[config.mk]
export PLATFORM = sky130hd
export DESIGN_NAME = dmem_arbiter
export DESIGN_NICKNAME = d
export VERILOG_FILES = /design/src/rtl/dmem_arbiter.sv
export SDC_FILE = /design/constraint.sdc
export NUM_CORES = 1
export LEC_CHECK = 0
export CAP_MARGIN = 20
export CORE_MARGIN = 2
export CORE_UTILIZATION = 40
export DETAILED_ROUTE_END_ITERATION = 16
export PLACE_DENSITY = 0.83
export REMOVE_ABC_BUFFERS = 1
export SYNTH_ARGS = -nofsm -noshare
export SYNTH_HDL_FRONTEND = slang
export SYNTH_SLANG_ARGS = --single-unit
[constraint.sdc]
create_clock -name clock -period 1.5 [get_ports clock]
set_input_delay 0.15 -clock clock [delete_from_list [all_inputs] [get_ports clock]]
set_output_delay 0.15 -clock clock [all_outputs]
set_load 0.02 [all_outputs]
[src/rtl/dmem_arbiter.sv]
// dmem_arbiter: shares the data SRAM between the core and host ports, core has fixed priority, host starvation bounded by MAX_WAIT.
// Latency: gnt/strobes one cycle after the sampling edge; read data + rvalid two cycles after gnt; write 2 cycles, read 3 cycles per access.
// Backpressure: requesters hold req until gnt; the losing requester simply keeps req high and is re-arbitrated at the next IDLE.
// Ports: core_* and host_* request/grant/response pairs, mem_* SRAM strobes/addresses/data, busy = FSM not idle.
module dmem_arbiter #(
  parameter int unsigned DATA_W   = 32,
  parameter int unsigned ADDR_W   = 8,
  parameter int unsigned MAX_WAIT = 4
) (
  input  logic              clock,
  input  logic              reset_n,
  input  logic              core_req,
  input  logic              core_we,
  input  logic [ADDR_W-1:0] core_addr,
  input  logic [DATA_W-1:0] core_wdata,
  output logic              core_gnt,
  output logic              core_rvalid,
  output logic [DATA_W-1:0] core_rdata,
  input  logic              host_req,
  input  logic              host_we,
  input  logic [ADDR_W-1:0] host_addr,
  input  logic [DATA_W-1:0] host_wdata,
  output logic              host_gnt,
  output logic              host_rvalid,
  output logic [DATA_W-1:0] host_rdata,
  output logic              mem_rden,
  output logic              mem_wren,
  output logic [ADDR_W-1:0] mem_addr_in,
  output logic [ADDR_W-1:0] mem_addr_out,
  output logic [DATA_W-1:0] mem_data_in,
  input  logic [DATA_W-1:0] mem_data_out,
  output logic              busy
);

  typedef enum logic [1:0] {IDLE, ISSUE, RESP} state_t;

  state_t            state;
  logic              we_q;
  logic [ADDR_W-1:0] addr_q;
  logic [DATA_W-1:0] wdata_q;
  logic              owner_host;
  logic [3:0]        host_wait;

  // Host wins when the core is absent or the host has lost MAX_WAIT times in a row.
  logic              host_wins;
  logic              win_we;
  logic [ADDR_W-1:0] win_addr;
  logic [DATA_W-1:0] win_wdata;

  always_comb begin
    host_wins = host_req && (!core_req || (host_wait == 4'(MAX_WAIT)));
    win_we    = core_we;
    win_addr  = core_addr;
    win_wdata = core_wdata;
    if (host_wins) begin
      win_we    = host_we;
      win_addr  = host_addr;
      win_wdata = host_wdata;
    end
  end

  always_ff @(posedge clock) begin
    if (!reset_n) begin
      state       <= IDLE;
      we_q        <= 1'b0;
      addr_q      <= '0;
      wdata_q     <= '0;
      owner_host  <= 1'b0;
      host_wait   <= 4'd0;
      core_rvalid <= 1'b0;
      host_rvalid <= 1'b0;
      core_rdata  <= '0;
      host_rdata  <= '0;
    end else begin
      core_rvalid <= 1'b0;
      host_rvalid <= 1'b0;
      case (state)
        IDLE: begin
          if (core_req || host_req) begin
            we_q       <= win_we;
            addr_q     <= win_addr;
            wdata_q    <= win_wdata;
            owner_host <= host_wins;
            state      <= ISSUE;
            if (host_wins) begin
              host_wait <= 4'd0;
            end else if (host_req && (host_wait < 4'(MAX_WAIT))) begin
              host_wait <= host_wait + 4'd1;
            end
          end
        end
        ISSUE: state <= we_q ? IDLE : RESP;
        RESP: begin
          // SRAM read data is valid in this cycle; capture it at the exit edge.
          if (owner_host) begin
            host_rdata  <= mem_data_out;
            host_rvalid <= 1'b1;
          end else begin
            core_rdata  <= mem_data_out;
            core_rvalid <= 1'b1;
          end
          state <= IDLE;
        end
        default: state <= IDLE;
      endcase
    end
  end

  // Grants and strobes decode straight from the state register, so there is
  // no combinational path from req to gnt.
  assign core_gnt     = (state == ISSUE) && !owner_host;
  assign host_gnt     = (state == ISSUE) &&  owner_host;
  assign mem_wren     = (state == ISSUE) &&  we_q;
  assign mem_rden     = (state == ISSUE) && !we_q;
  assign mem_addr_in  = addr_q;
  assign mem_addr_out = addr_q;
  assign mem_data_in  = wdata_q;
  assign busy         = (state != IDLE);

endmodule

== Word-level counts from Yosys, hierarchy flattened ==
Cells that the tools add are included.

* Equal/unequal tests: 4
* $lt $le $gt $ge: 1
* Reduce and logical (&&, ||, !) cells: 19
* Bitwise operators: 1
* Muxes and demuxes: 10
* Add/sub/neg operators: 1

{| class="wikitable"
|+ Operator list
! cell !! count
|-
| $mux W32 || 1
|-
| $mux W4 || 2
|-
| $mux W8 || 1
|-
| $reduce_and A2 Y1 || 4
|-
| $logic_and A1 B1 Y1 || 6
|-
| $add A4 B1 Y4 const B || 1
|-
| $eq A4 B3 Y1 const B || 1
|-
| $lt A4 B3 Y1 const B || 1
|-
| $mux W2 || 2
|-
| $pmux W2 S2 || 1
|-
| $reduce_bool A2 Y1 || 2
|-
| $logic_not A1 Y1 || 3
|-
| $mux W1 || 3
|-
| $reduce_and A3 Y1 || 1
|-
| $eq A2 B1 Y1 const B || 1
|-
| $eq A2 B2 Y1 const B || 1
|-
| $logic_not A2 Y1 || 1
|-
| $logic_or A1 B1 Y1 || 2
|-
| $ne A2 B2 Y1 const B || 1
|-
| $not A1 Y1 || 1
|}

* Word-level logic and storage cells: 46
* Flip-flop bits (word level): 114
* Bits of input ports: 118

== Longest topological paths before layout ==
* Word-level depth: 5
* Mapped depth: 8

== Least setup slack after synthesis ==
Ideal clock, no wire load.

* Path kind: register -> register
* From: reg host_wait[0]
* To: reg addr_q[0], in the netlist mem_addr_in[0]
* Buffers on the path: 2
* Data required time: 1.426 ns
* Cell stages (with the launch flop): 9
* Library setup time: 0.074 ns
* Clock period less this slack: 1.339 ns
* Slack: 0.161 ns
* Arrival: 1.264 ns
* Cell sequence: dfxtp_1 -> inv_1 -> ha_1 -> nand4b_1 -> and2_1 -> buf_4 -> buf_6 -> nand2_1 -> a31oi_1

* Longest elaborated chain between the ends: 4

{| class="wikitable"
|+ Ends and longest elaborated chain
! item !! line !! source
|-
| start: declaration || 42 || <nowiki>logic [3:0] host_wait;</nowiki>
|-
| start signal: assignment || 88 || <nowiki>host_wait <= host_wait + 4'd1;</nowiki>
|-
| $eq A4 B3 Y1 || 51 || <nowiki>host_wins = host_req && (!core_req || (host_wait == 4'(MAX_WAIT)));</nowiki>
|-
| $logic_or A1 B1 Y1 || 51 ||
|-
| $logic_and A1 B1 Y1 || 51 ||
|-
| $mux W8 || 55 || <nowiki>if (host_wins) begin</nowiki>
|-
| end signal: assignment || 81 || <nowiki>addr_q <= win_addr;</nowiki>
|-
| end: declaration || 39 || <nowiki>logic [ADDR_W-1:0] addr_q;</nowiki>
|}

Every way passes these cells.
A chain may end at the register's enable or synchronous reset.

== Final worst setup path ==
* From: reg host_wait[0]
* To: reg wdata_q[13], in the netlist mem_data_in[13]

* Longest elaborated chain between the ends: 4

{| class="wikitable"
|+ Ends and longest elaborated chain
! item !! line !! source
|-
| $eq A4 B3 Y1 || 51 ||
|-
| $logic_or A1 B1 Y1 || 51 ||
|-
| $logic_and A1 B1 Y1 || 51 ||
|-
| $mux W32 || 55 ||
|-
| end signal: assignment || 82 || <nowiki>wdata_q <= win_wdata;</nowiki>
|-
| end: declaration || 40 || <nowiki>logic [DATA_W-1:0] wdata_q;</nowiki>
|}

Every way passes these cells.

==> run_results.csv <==
group,metric,value,unit
route,via_count,4873,
setup_path,cpPeakStageDelay,340,ps
die,die_area,12480,sq um
hold_path,min_from,"reset_n",
finish,design_area,7806,sq um
finish,antenna_cells,0,
placement,preCtsSetupSlack,-94.41,ps
yosys,yosysMostFrequentCell,"nand2_1",
yosys,yosysTopAreaCell,"dfxtp_1",
clock_network,clockRootBuffer,"clkbuf_16",
yosys,synth_seq_area_share,49.18,%
setup_path,endpoint_kind,"register",
global_route,grt_pass1_wl,22580,um
setup_path,arrival,1820,ps
hold_path,hold_path_class,"input pin to register",
route,first_iter_violations,347,
global_route,grt_antenna_before_repair,0,
finish,layout.nets,918,
sta,setup_tns,0,ps
die,die_y,111.7,um
clock_network,clk_pin_slew,50,ps
route,postRouteAntennaNets,0,
yosys,synth-edff-count,0,
setup_path,crit_path_cell_trace,"inv_2, ha_4, nand4b_1, and2_4, clkbuf_16, nand2_2, a31oi_1",
sta,max_freq,0.6727,GHz
sta,finalSetupViolCount,0,
run_status,status,"completed",
sta,relSlewSlack,71.64,%
finish,drive_above_1_share,10.88,%
clock_network,clockBufferDepth,2,
sta,rsz0062_at_grt,"yes",
setup_path,cp.required,1830,ps
sta,tightest_slew,425.4,ps
yosys,synth_seq_cells,114,
setup_path,critPathLaunch,"host_wait[0]",
sta,fin_skew,10.24,ps
setup_path,cp_slowest_cell,"dfxtp_2",
die,rows,39,
finish,area_growth,68.21,%
global_route,grt_pass1_vias,4686,
yosys,yosys_warnings,0,
yosys,async_reset_ff_share,0,%
route,wl_per_cell,16.17,um
route,routed_via_density,5.119,
die,io-pin-count,237,
route,first_pass_iters,5,
sta,period_share,99.11,%
route,drc,0,
die,start_util,40.82,%
global_route,grt_max_degree,119,
power_and_ir_drop,p_leak,0.003558,uW
clock_network,cts_tree,"built",
clock_network,h-tree-depth,4,
yosys,synth-main-ff-cell,"dfxtp_1",
yosys,syn_area_per_cell,8.142,sq um
yosys,netlist_area,4641,sq um
die,dieWidth,111.7,um
placement,place.detailed.hpwl,9782,um
die,coreArea,11370,sq um
placement,dp.cells,911,
finish,ff_latch_area,2285,sq um
clock_network,hold_buffers,0,
power_and_ir_drop,ir_drop,0.6887,mV
setup_path,crit_path_max_fanout,7,
setup_path,rr_startpoint,"host_wait[0]",
clock_network,clkSinkCount,114,
finish,fillCellCount,871,
sta,hold_viol,0,
global_route,overflow,0,
route,wl,15400,um
setup_path,critPathKind,"register to register",
sta,layout_setup_ws,13.37,ps
yosys,synthTopCellsByCount,"217 x nand2_1, 114 x dfxtp_1, 42 x a31oi_1",
yosys,ys_types,25,
sta,hold_slack,290.0,ps
power_and_ir_drop,power.density,1165,nW/um^2
placement,io_buffers,236,
sta,fin_crit,1487,ps
finish,multi_input_area,2068,sq um
placement,place_congestion,0.8423,
clock_network,numCtsBuffers,17,
yosys,yosys.area.top_type_share,49.18,%
finish,finalNonFillerCells,952,
run,cap_violations,0,
sta,final-max-slew-violation-count,0,
yosys,synth_area_leaders,"dfxtp_1 49%, nand2_1 18%, a21boi_0 6.6%",
yosys,syn_inst,570,
placement,dpl_cell_area,7042,sq um
clock_network,clk_latency,400,ps
global_route,grt_usage,22.29,%
setup_path,cp-start-kind,"register",
area by class of cell:
| class | count | area share [%] |
|---|---|---|
| Sequential cell | 114 | 29.27 |
| Clock inverter | 9 | 1.971 |
| Multi-Input combinational cell | 396 | 26.49 |
| Tap cell | 143 | 2.292 |
| Inverter | 8 | 0.3847 |
| Timing Repair Buffer | 261 | 33.43 |
| Clock buffer | 21 | 6.155 |
layer usage:
layer  routed length, um  GRT usage [%]
met4                 252          8.395
met2                7797          38.42
met3                1455          8.329
met5                   0              0
met1                5890          25.13
flip-flops by register name (all words and copies together), names as in the netlist:
signal and cells:
host_rvalid 1, state 2, mem_addr_in 8, host_wait 4
core_rvalid 1, we_q 1, mem_data_in 32, host_rdata 32
core_rdata 32, owner_host 1
critical path, delay by kind of cell (launching register included):
family          cells  cell delay (ps)
flops               1              340
compound gates      1              160
simple gates        3              500
fa+ha+maj           1              150
buf+inv             2              250
placed cells by master, fill, tap and decap left out, types with 3 or more instances in the layout:
cell               n
a21boi_0          41
a21boi_1          23
a31oi_1           42
and2_1             4
buf_12             8
buf_2              3
buf_4             10
bufinv_16          4
clkbuf_16         21
clkbuf_8           4
clkdlybuf4s50_1  118
dfxtp_1          112
dlygate4sd2_1    102
dlymetal6s2s_1    11
inv_1              6
mux2i_1            3
nand2_1          200
nand2_2           14
nand2_4            3
nand3_1            5
nor2_1             3
o21ai_0           36
o21ai_1            6
worst paths after layout:
| path | to | slack (ps) | cells past startpoint |
|---|---|---|---|
| min reg2reg | core_rdata[24] | 450 | 2 |
| max reg2reg | mem_data_in[13] | 10 | 7 |
| max | mem_data_in[13] | 10 | 7 |
| min | host_rdata[21] | 290 | 3 |
cells by family after synthesis:
kind of cell             after synthesis  share of synthesized area [%]
buffers and inverters                 60                          7.980
multiplexers                           3                         0.6471
AO/OA/AOI/OAI                        150                          20.87
flip-flops                           114                          49.18
adder cells (fa/ha/maj)                2                         0.5391
AND/OR/NAND/NOR                      241                          20.79
where the power goes:
| group | switching [uW] | leakage [uW] | internal, uW |
|---|---|---|---|
| combinational | 769 | 0.00232 | 708 |
| clock | 1370 | 0.000307 | 2930 |
| sequential | 104 | 0.000932 | 3210 |
| total | 2240 | 0.00356 | 6850 |
stage by stage:
step	util, %	total power [uW]
floorplan	-	3945
global placement	61.93	4850
detailed placement	61.93	4882
CTS	66.49	9068
global route	68.66	9375
finish	68.66	9092
repair_timing:
| item | 4_1_cts | 5_1_grt |
|---|---|---|
| setup buffers | 0 | 4 |
| pin swaps | 0 | 29 |
| gates resized for setup | 115 | 42 |
| gates cloned | 0 | 7 |
| endpoints found under the hold margin | 0 | 0 |
| endpoints found under the setup margin | 121 | 57 |
(Power assumes the default switching activity.)
